$ cat config.mk
export PLATFORM = sky130hd
export DESIGN_NAME = vector_unpermute
export DESIGN_NICKNAME = d
export VERILOG_FILES = /design/src/rtl/vector_unpermute.sv
export SDC_FILE = /design/constraint.sdc
export NUM_CORES = 1
export LEC_CHECK = 0
export BUFFER_PORTS_ARGS = -buffer_cell sky130_fd_sc_hd__buf_2
export CAP_MARGIN = 10
export CORE_AREA = 3 3 410 412
export CTS_CLUSTER_DIAMETER = 120
export CTS_CLUSTER_SIZE = 40
export DETAILED_ROUTE_END_ITERATION = 8
export DIE_AREA = 0 0 413 415
export PLACE_DENSITY = 0.33
export RECOVER_POWER = 100
export REMOVE_ABC_BUFFERS = 1
export SLEW_MARGIN = 40
export SYNTH_ARGS = -nofsm -noshare
export SYNTH_HDL_FRONTEND = slang
export SYNTH_SLANG_ARGS = --single-unit
$ cat constraint.sdc
create_clock -name clk -period 43.9 [get_ports clk]
set_input_delay 13.17 -clock clk [delete_from_list [all_inputs] [get_ports clk]]
set_output_delay 13.17 -clock clk [all_outputs]
set_load 0.01 [all_outputs]
$ cat src/rtl/vector_unpermute.sv
`timescale 1ns/1ps
`default_nettype none
// ============================================================================
// Module      : vector_unpermute
// Description : Inverse companion to the vector permute unit. Recovers a
//               3-vector from a row-major 3x3 skew-symmetric matrix held in
//               lanes 0..8 (vee), or re-transposes a 3x3 matrix. Two-stage
//               elastic valid/ready pipeline so writeback backpressure can
//               stall the unit without dropping beats.
//
// Ports       : clk        - clock
//               rst        - asynchronous active-high reset
//               vec_in     - packed input lanes, lane k = matrix element k
//               funct      - 000 vee, 001 transpose, 010 vee (lower triangle)
//               in_valid   - input beat valid
//               in_ready   - unit can accept a beat this cycle
//               vec_out    - result lanes
//               out_valid  - vec_out / err valid
//               out_ready  - downstream accepts the beat
//               err        - skew-consistency violation on current out beat
//               err_count  - saturating count of accepted err beats
//
// Options     : VECTOR_UNPERMUTE_CHECK_EN - when defined, funct 000/010
//               beats are checked for skew symmetry (err, err_count).
//               When undefined, err and err_count are tied to zero.
//
// Revision    : 1.0 - initial release
// ============================================================================
module vector_unpermute #(
    parameter int DATA_WIDTH   = 32,
    parameter int VECTOR_LANES = 16   // must be >= 9
) (
    input  logic                               clk,
    input  logic                               rst,
    input  logic [VECTOR_LANES*DATA_WIDTH-1:0] vec_in,
    input  logic [2:0]                         funct,
    input  logic                               in_valid,
    output logic                               in_ready,
    output logic [VECTOR_LANES*DATA_WIDTH-1:0] vec_out,
    output logic                               out_valid,
    input  logic                               out_ready,
    output logic                               err,
    output logic [15:0]                        err_count
);

    localparam int c_VEC_W = VECTOR_LANES * DATA_WIDTH;
    // Only the 3x3 matrix in lanes 0..8 ever reaches the result.
    localparam int c_MAT_W = 9 * DATA_WIDTH;

    localparam logic [2:0] c_FN_VEE       = 3'b000;
    localparam logic [2:0] c_FN_TRANSPOSE = 3'b001;
    localparam logic [2:0] c_FN_VEE_LOWER = 3'b010;

    // Flip the sign bit of a lane.
    function automatic logic [DATA_WIDTH-1:0] f_neg(input logic [DATA_WIDTH-1:0] x);
        return {~x[DATA_WIDTH-1], x[DATA_WIDTH-2:0]};
    endfunction

    function automatic logic [DATA_WIDTH-1:0] f_lane(input logic [c_MAT_W-1:0] v,
                                                     input int k);
        return v[k*DATA_WIDTH +: DATA_WIDTH];
    endfunction

    // ------------------------------------------------------------------
    // Pipeline state
    // ------------------------------------------------------------------
    logic                r_a_valid;
    logic [c_MAT_W-1:0]  r_a_vec;
    logic [2:0]          r_a_funct;
    logic                r_b_valid;
    logic [c_VEC_W-1:0]  r_b_vec;

    logic                w_ready_a;
    logic                w_in_ready;
    logic [c_VEC_W-1:0]  w_result;
    logic                w_err;

    // Stage B can take stage A's beat when empty or draining this cycle;
    // stage A can take a new beat when empty or moving forward.
    assign w_ready_a  = !r_b_valid || out_ready;
    assign w_in_ready = !r_a_valid || w_ready_a;

    assign in_ready  = w_in_ready;
    assign out_valid = r_b_valid;
    assign vec_out   = r_b_vec;

    // Lanes above the 3x3 matrix are ignored by every operation.
    generate
        if (VECTOR_LANES > 9) begin : g_unused_lanes
            logic w_unused_lanes;
            assign w_unused_lanes = ^vec_in[c_VEC_W-1:c_MAT_W];
        end
    endgenerate

    // ------------------------------------------------------------------
    // Stage A: capture the incoming beat
    // ------------------------------------------------------------------
    always_ff @(posedge clk or posedge rst) begin
        if (rst) begin
            r_a_valid <= 1'b0;
            r_a_vec   <= '0;
            r_a_funct <= '0;
        end else if (w_in_ready) begin
            r_a_valid <= in_valid;
            if (in_valid) begin
                r_a_vec   <= vec_in[c_MAT_W-1:0];
                r_a_funct <= funct;
            end
        end
    end

    // ------------------------------------------------------------------
    // Result datapath (from stage A)
    // ------------------------------------------------------------------
    always_comb begin
        w_result = '0;
        case (r_a_funct)
            c_FN_VEE: begin
                w_result[0*DATA_WIDTH +: DATA_WIDTH] = f_lane(r_a_vec, 5);
                w_result[1*DATA_WIDTH +: DATA_WIDTH] = f_lane(r_a_vec, 6);
                w_result[2*DATA_WIDTH +: DATA_WIDTH] = f_lane(r_a_vec, 1);
            end
            c_FN_TRANSPOSE: begin
                for (int i = 0; i < 3; i++) begin
                    for (int j = 0; j < 3; j++) begin
                        w_result[(3*i+j)*DATA_WIDTH +: DATA_WIDTH] = f_lane(r_a_vec, 3*j+i);
                    end
                end
            end
            c_FN_VEE_LOWER: begin
                w_result[0*DATA_WIDTH +: DATA_WIDTH] = f_neg(f_lane(r_a_vec, 7));
                w_result[1*DATA_WIDTH +: DATA_WIDTH] = f_neg(f_lane(r_a_vec, 2));
                w_result[2*DATA_WIDTH +: DATA_WIDTH] = f_neg(f_lane(r_a_vec, 3));
            end
            default: ;
        endcase
    end

    // ------------------------------------------------------------------
    // Stage B: output register; holds while downstream stalls
    // ------------------------------------------------------------------
    always_ff @(posedge clk or posedge rst) begin
        if (rst) begin
            r_b_valid <= 1'b0;
            r_b_vec   <= '0;
        end else if (w_ready_a) begin
            r_b_valid <= r_a_valid;
            if (r_a_valid) begin
                r_b_vec <= w_result;
            end
        end
    end

`ifdef VECTOR_UNPERMUTE_CHECK_EN
    localparam logic [DATA_WIDTH-1:0] c_NEG_ZERO = {1'b1, {(DATA_WIDTH-1){1'b0}}};

    logic        r_b_err;
    logic [15:0] r_err_count;
    logic        w_diag_bad;

    // A skew-symmetric matrix has a zero diagonal (either sign of zero)
    // and each upper element equal to the negated mirrored element.
    always_comb begin
        w_diag_bad = 1'b0;
        for (int d = 0; d < 3; d++) begin
            if (f_lane(r_a_vec, 4*d) != '0 && f_lane(r_a_vec, 4*d) != c_NEG_ZERO) begin
                w_diag_bad = 1'b1;
            end
        end
        w_err = 1'b0;
        if (r_a_funct == c_FN_VEE || r_a_funct == c_FN_VEE_LOWER) begin
            w_err = w_diag_bad
                 || (f_lane(r_a_vec, 5) != f_neg(f_lane(r_a_vec, 7)))
                 || (f_lane(r_a_vec, 6) != f_neg(f_lane(r_a_vec, 2)))
                 || (f_lane(r_a_vec, 1) != f_neg(f_lane(r_a_vec, 3)));
        end
    end

    always_ff @(posedge clk or posedge rst) begin
        if (rst) begin
            r_b_err <= 1'b0;
        end else if (w_ready_a && r_a_valid) begin
            r_b_err <= w_err;
        end
    end

    // Counts only beats actually handed downstream; saturates, never wraps.
    always_ff @(posedge clk or posedge rst) begin
        if (rst) begin
            r_err_count <= '0;
        end else if (r_b_valid && out_ready && r_b_err && r_err_count != 16'hFFFF) begin
            r_err_count <= r_err_count + 16'd1;
        end
    end

    assign err       = r_b_err;
    assign err_count = r_err_count;
`else
    assign w_err     = 1'b0;
    assign err       = 1'b0;
    assign err_count = '0;
`endif

endmodule
`default_nettype wire

### Word level (Yosys, flattened, before mapping)

Cells that the tools add are included.

* eq/ne operators: 2
* bitwise gates (word level): 3
* muxes and demuxes: 2
* reductions and logical operators: 7

Operators with widths (count)
* case mux 96 bit (3 select lines): 1
* two-way mux 192 bit: 1
* AND reduction 2 bit: 2
* == test 3 x 1 -> 1 bit (second input constant): 1
* == test 3 x 2 -> 1 bit (second input constant): 1
* zero test 3 bit: 1
* inverter 1 bit: 3
* zero test 1 bit: 2
* logical OR 1 bit: 2

* logic and storage cells: 19
* bits in registers: 581
* input bits: 519

### Longest topological paths before layout

* word-level depth: 4
* depth in mapped cells: 7
* mapped depth without buffers: 4

### Least setup slack after synthesis

No wires, ideal clock.

* path kind: input -> output
* from: input port out_ready
* to: output port in_ready
* arrival: 13.384 ns
* stages on the path: 1
* slack: 17.346 ns
* required time: 30.730 ns
* cells stage by stage: nand3b_1

* cells in the longest elaborated chain, start to end: 2

RTL lines
* start: declaration: line 41 `input logic out_ready,`
* logical OR 1 bit: line 80 `assign w_ready_a = !r_b_valid || out_ready;`
* logical OR 1 bit: line 81 `assign w_in_ready = !r_a_valid || w_ready_a;`
* end: declaration: line 38 `output logic in_ready,`

No other way between the ends.

==> key figures <==
Critical path
  – Crit Path Max Fanout: 90
  – Worst Reg2Reg Path Length in Cells: 5
  – CP Depth: 7
  – CP cell instances: buf_2, clkinvlp_2, clkbuf_1, clkbuf_1, clkbuf_1, clkbuf_1, clkbuf_1
  – Crit-path max cell delay: between 3 and 4 ns
  – Delay-heaviest family, CP: buffers and inverters
  – Critical path class: in2async
  – Crit end category: async pin
  – Worst Path Required: 44.00 ns
  – Setup crit start kind: input pin
  – Critical Path Slowest Stage Cell: clkbuf_1
  – Cell mode on critical path: clkbuf_1
  – CP bufs+invs: 7
  – Worst Path Arrival: a little under 30 ns

Routing
  – 1st-pass router iterations: 6
  – Vias/cell: 3.496
  – WL per Instance: 19.27 um
  – DR vias: 16,130
  – Routed Wire Length: 88,890 um
  – Routed Antenna Nets: 0
  – Initial DRC count: 828
  – DRC Markers: 0

Clocking
  – Number of buffers created by CTS: 29
  – CTS tree: done
  – CTS Sinks: about 580
  – Clk_lat worst skew: 0.72 ns
  – Clk slew on worst S/H paths: around 0.15 ns
  – Worst-case clock buffer depth: 3
  – H-tree levels: 1
  – Post-CTS sizing: 0
  – Post-CTS Setup Bufs: 0
  – # hold bufs at CTS: 0
  – Clock root buffer: clkbuf_16

Timing
  – Max Clk Rate: 34.23 MHz
  – Endpoints failing hold: 0
  – Max-slew headroom: -369.1%
  – Setup TNS: 0 ns
  – Slew Viols, Final: 1,254
  – RSZ-0062 raised after global routing: no
  – Setup-failing EPs final: 0
  – Minimum clock period: 29.21 ns
  – Final Cycle Share: 66.54%
  – Clock skew: 0.06435 ns
  – Worst-margin pin slew: 7.036 ns

Synth
  – Cell taking the most area after synthesis: dfrtp_1
  – Yosys top cell area share: roughly three fifths
  – Count of unique library cells instantiated by Yosys: 18
  – Avg Cell Area, Syn: 13.25 um2
  – Post-synth EDFFs: 0
  – Top FF cell, synth: dfrtp_1
  – Synth cell count leaders: dfrtp_1 (581), mux2_2 (291), a22o_1 (288), buf_4 (253), nand2_1 (99)
  – Top-count cell post-synth: dfrtp_1
  – Warnings from Yosys: 0
  – Ranking of synthesized cells by area: dfrtp_1 (59%), mux2_2 (13%), a22o_1 (10%), buf_4 (7.7%), mux2i_1 (2.6%)
  – Post-synthesis register bit count: 581
  – Synth Instances: 1,865
  – Netlist Area Pre-Place: 24,710 um2
  – Register area share after synthesis: 58.83%
  – Ys async rst share: 100.0%

Power
  – NetSw: 433.3 uW
  – Combinational share of power: 19.7%
  – Maximum vdd drop: between 0.03 and 0.04 mV
  – P_int: 856.5 uW
  – LEAKAGE: 13.18 nW
  – Flop pwr share: 51.2%
  – Sw Ratio: 33.60%
  – Clock share of power: between 20% and 30%
  – Cell Pwr Density: between 40 and 50 nW/um2

Floorplanning
  – Die width: 413 um
  – IO Count: 1,050
  – Initial cell density of the core: 15.00%
  – Core ar.: between 150,000 and 200,000 um2
  – Cell Rows: 149
  – Full die area: 171,400 um2
  – Die height: 415 um

Final layout
  – Post-Layout Cell Count: approximately 4,600
  – Area growth syn-to-layout: 20.76%
  – Layout Utilization: 18.11%
  – Final #Nets: 2,898
  – Layout cells sized above 1: between 20% and 30%

Place
  – Gpl congestion: 0.6977
  – Port bufs: 584
  – Inst Count DP: between 4,000 and 5,000
  – DP HPWL: 60,680 um

GRT
  – Largest net degree at the start of global routing: ~120
  – Vias in the first global route: 16,780
  – First-pass GRT wire length: 127,100 um
  – Total GRT Usage: 9.911%
  – Remaining Overflow, GRT: 0
  – Antenna violations before repair: 39

Hold path
  – Hold depth: 1
  – Worst hold path class: reg2reg

Status
  – Status: finished with violations
  – Violated checks: max-capacitance violations, max-slew violations

Run
  – Max-Cap Viols: 21
[path summary, 6_finish.rpt]
kind | start | end | slack, ns
hold reg to reg | r_a_vec[282] | vec_out[282] | 0.45
setup reg to reg | out_valid | r_a_vec[44] | 33.55
hold / removal | r_a_vec[282] | vec_out[282] | 0.45
max in group clk | out_ready | in_ready | 17.12
min in group asynchronous | rst | vec_out[282] | 13.61
setup / recovery | rst | r_a_vec[4] | 14.69
[routing by layer]
layer | vias up | GRT usage, % | part of all wire [%]
met5 | - | 0 | 0.19
met4 | 28 | 1.729 | 1.7
met3 | 76 | 4.560 | 11
met2 | 602 | 15.61 | 45
met1 | 8199 | 12.49 | 42
li1 | 7220 | - | -
[layout by cell type, fill, tap and decap left out, types with 2 or more instances in the layout]
cell / synthesis / routed
mux2_2: 291 / 291
o21ai_0: 98 / 97
clkbuf_1: 31 / 310
mux2i_1: 63 / 63
dfrtp_1: 581 / 579
conb_1: 1 / 241
diode_2: 0 / 22
nand2b_1: 3 / 3
a22o_1: 288 / 288
clkinv_8: 0 / 3
a21oi_1: 31 / 31
nand3b_1: 2 / 2
inv_12: 0 / 5
buf_4: 253 / 10
dfrtp_4: 0 / 2
inv_6: 0 / 6
clkbuf_16: 0 / 29
nor2b_1: 32 / 31
clkinv_16: 0 / 4
buf_2: 82 / 294
clkinv_4: 0 / 2
nand2_1: 99 / 99
inv_16: 0 / 3
[area by class of cell]
type	count	area (um2)
fillers	18240	135000
flip-flops and latches	581	14550
multi-input cells	1150	8632
well taps	2189	2739
repair buffers	615	2730
clock buffers	30	739.5
clock inverters	24	391.6
diodes	22	55.05
inverters	2	8.758
[logic make-up (layout without fill, tap and decap cells)]
| logic type | count (synthesis) | after routing | synth area share, % |
|---|---|---|---|
| compound gates | 418 | 418 | 12.90 |
| buf+inv | 374 | 671 | 9.939 |
| flops | 581 | 581 | 58.83 |
| mux | 354 | 354 | 15.81 |
| other cells | 1 | 263 | 0.01517 |
| simple gates | 137 | 137 | 2.501 |
[sequential cells by signal, summed over array words and instances (netlist names)]
signal     flops
r_a_valid      1
r_a_vec      288
out_valid      1
r_a_funct      3
vec_out      288
[power groups by stage]
stage	Combinational (mW)	Clock [mW]	Sequential, mW
6_report	0.254	0.375	0.660
5_1_grt	0.285	0.417	0.672
3_3_place_gp	0.267	0	0.672
3_5_place_dp	0.269	0	0.672
2_1_floorplan	0.152	0	0.676
4_1_cts	0.269	0.401	0.662
[metrics by stage]
stage	hold WS (ns)	total power, mW	cell area [um2]	setup slack, ns
2_1_floorplan	0.4572	0.8282	23160	14.47
3_5_place_dp	0.4743	0.9412	29200	17.05
3_3_place_gp	0.4680	0.9390	29130	17.05
5_1_grt	0.4730	1.375	29800	11.12
6_report	0.4472	1.290	29840	14.69
4_1_cts	0.4476	1.333	30330	17.05
[worst reg2reg max path, stage by stage, from the launching register on]
cell      delay [ns]
dfrtp_1         0.39
nand3b_1        0.13
nand2_1         1.00
clkbuf_1        2.56
clkbuf_1        5.08
mux2_2          1.11
(Power assumes the default switching activity.)
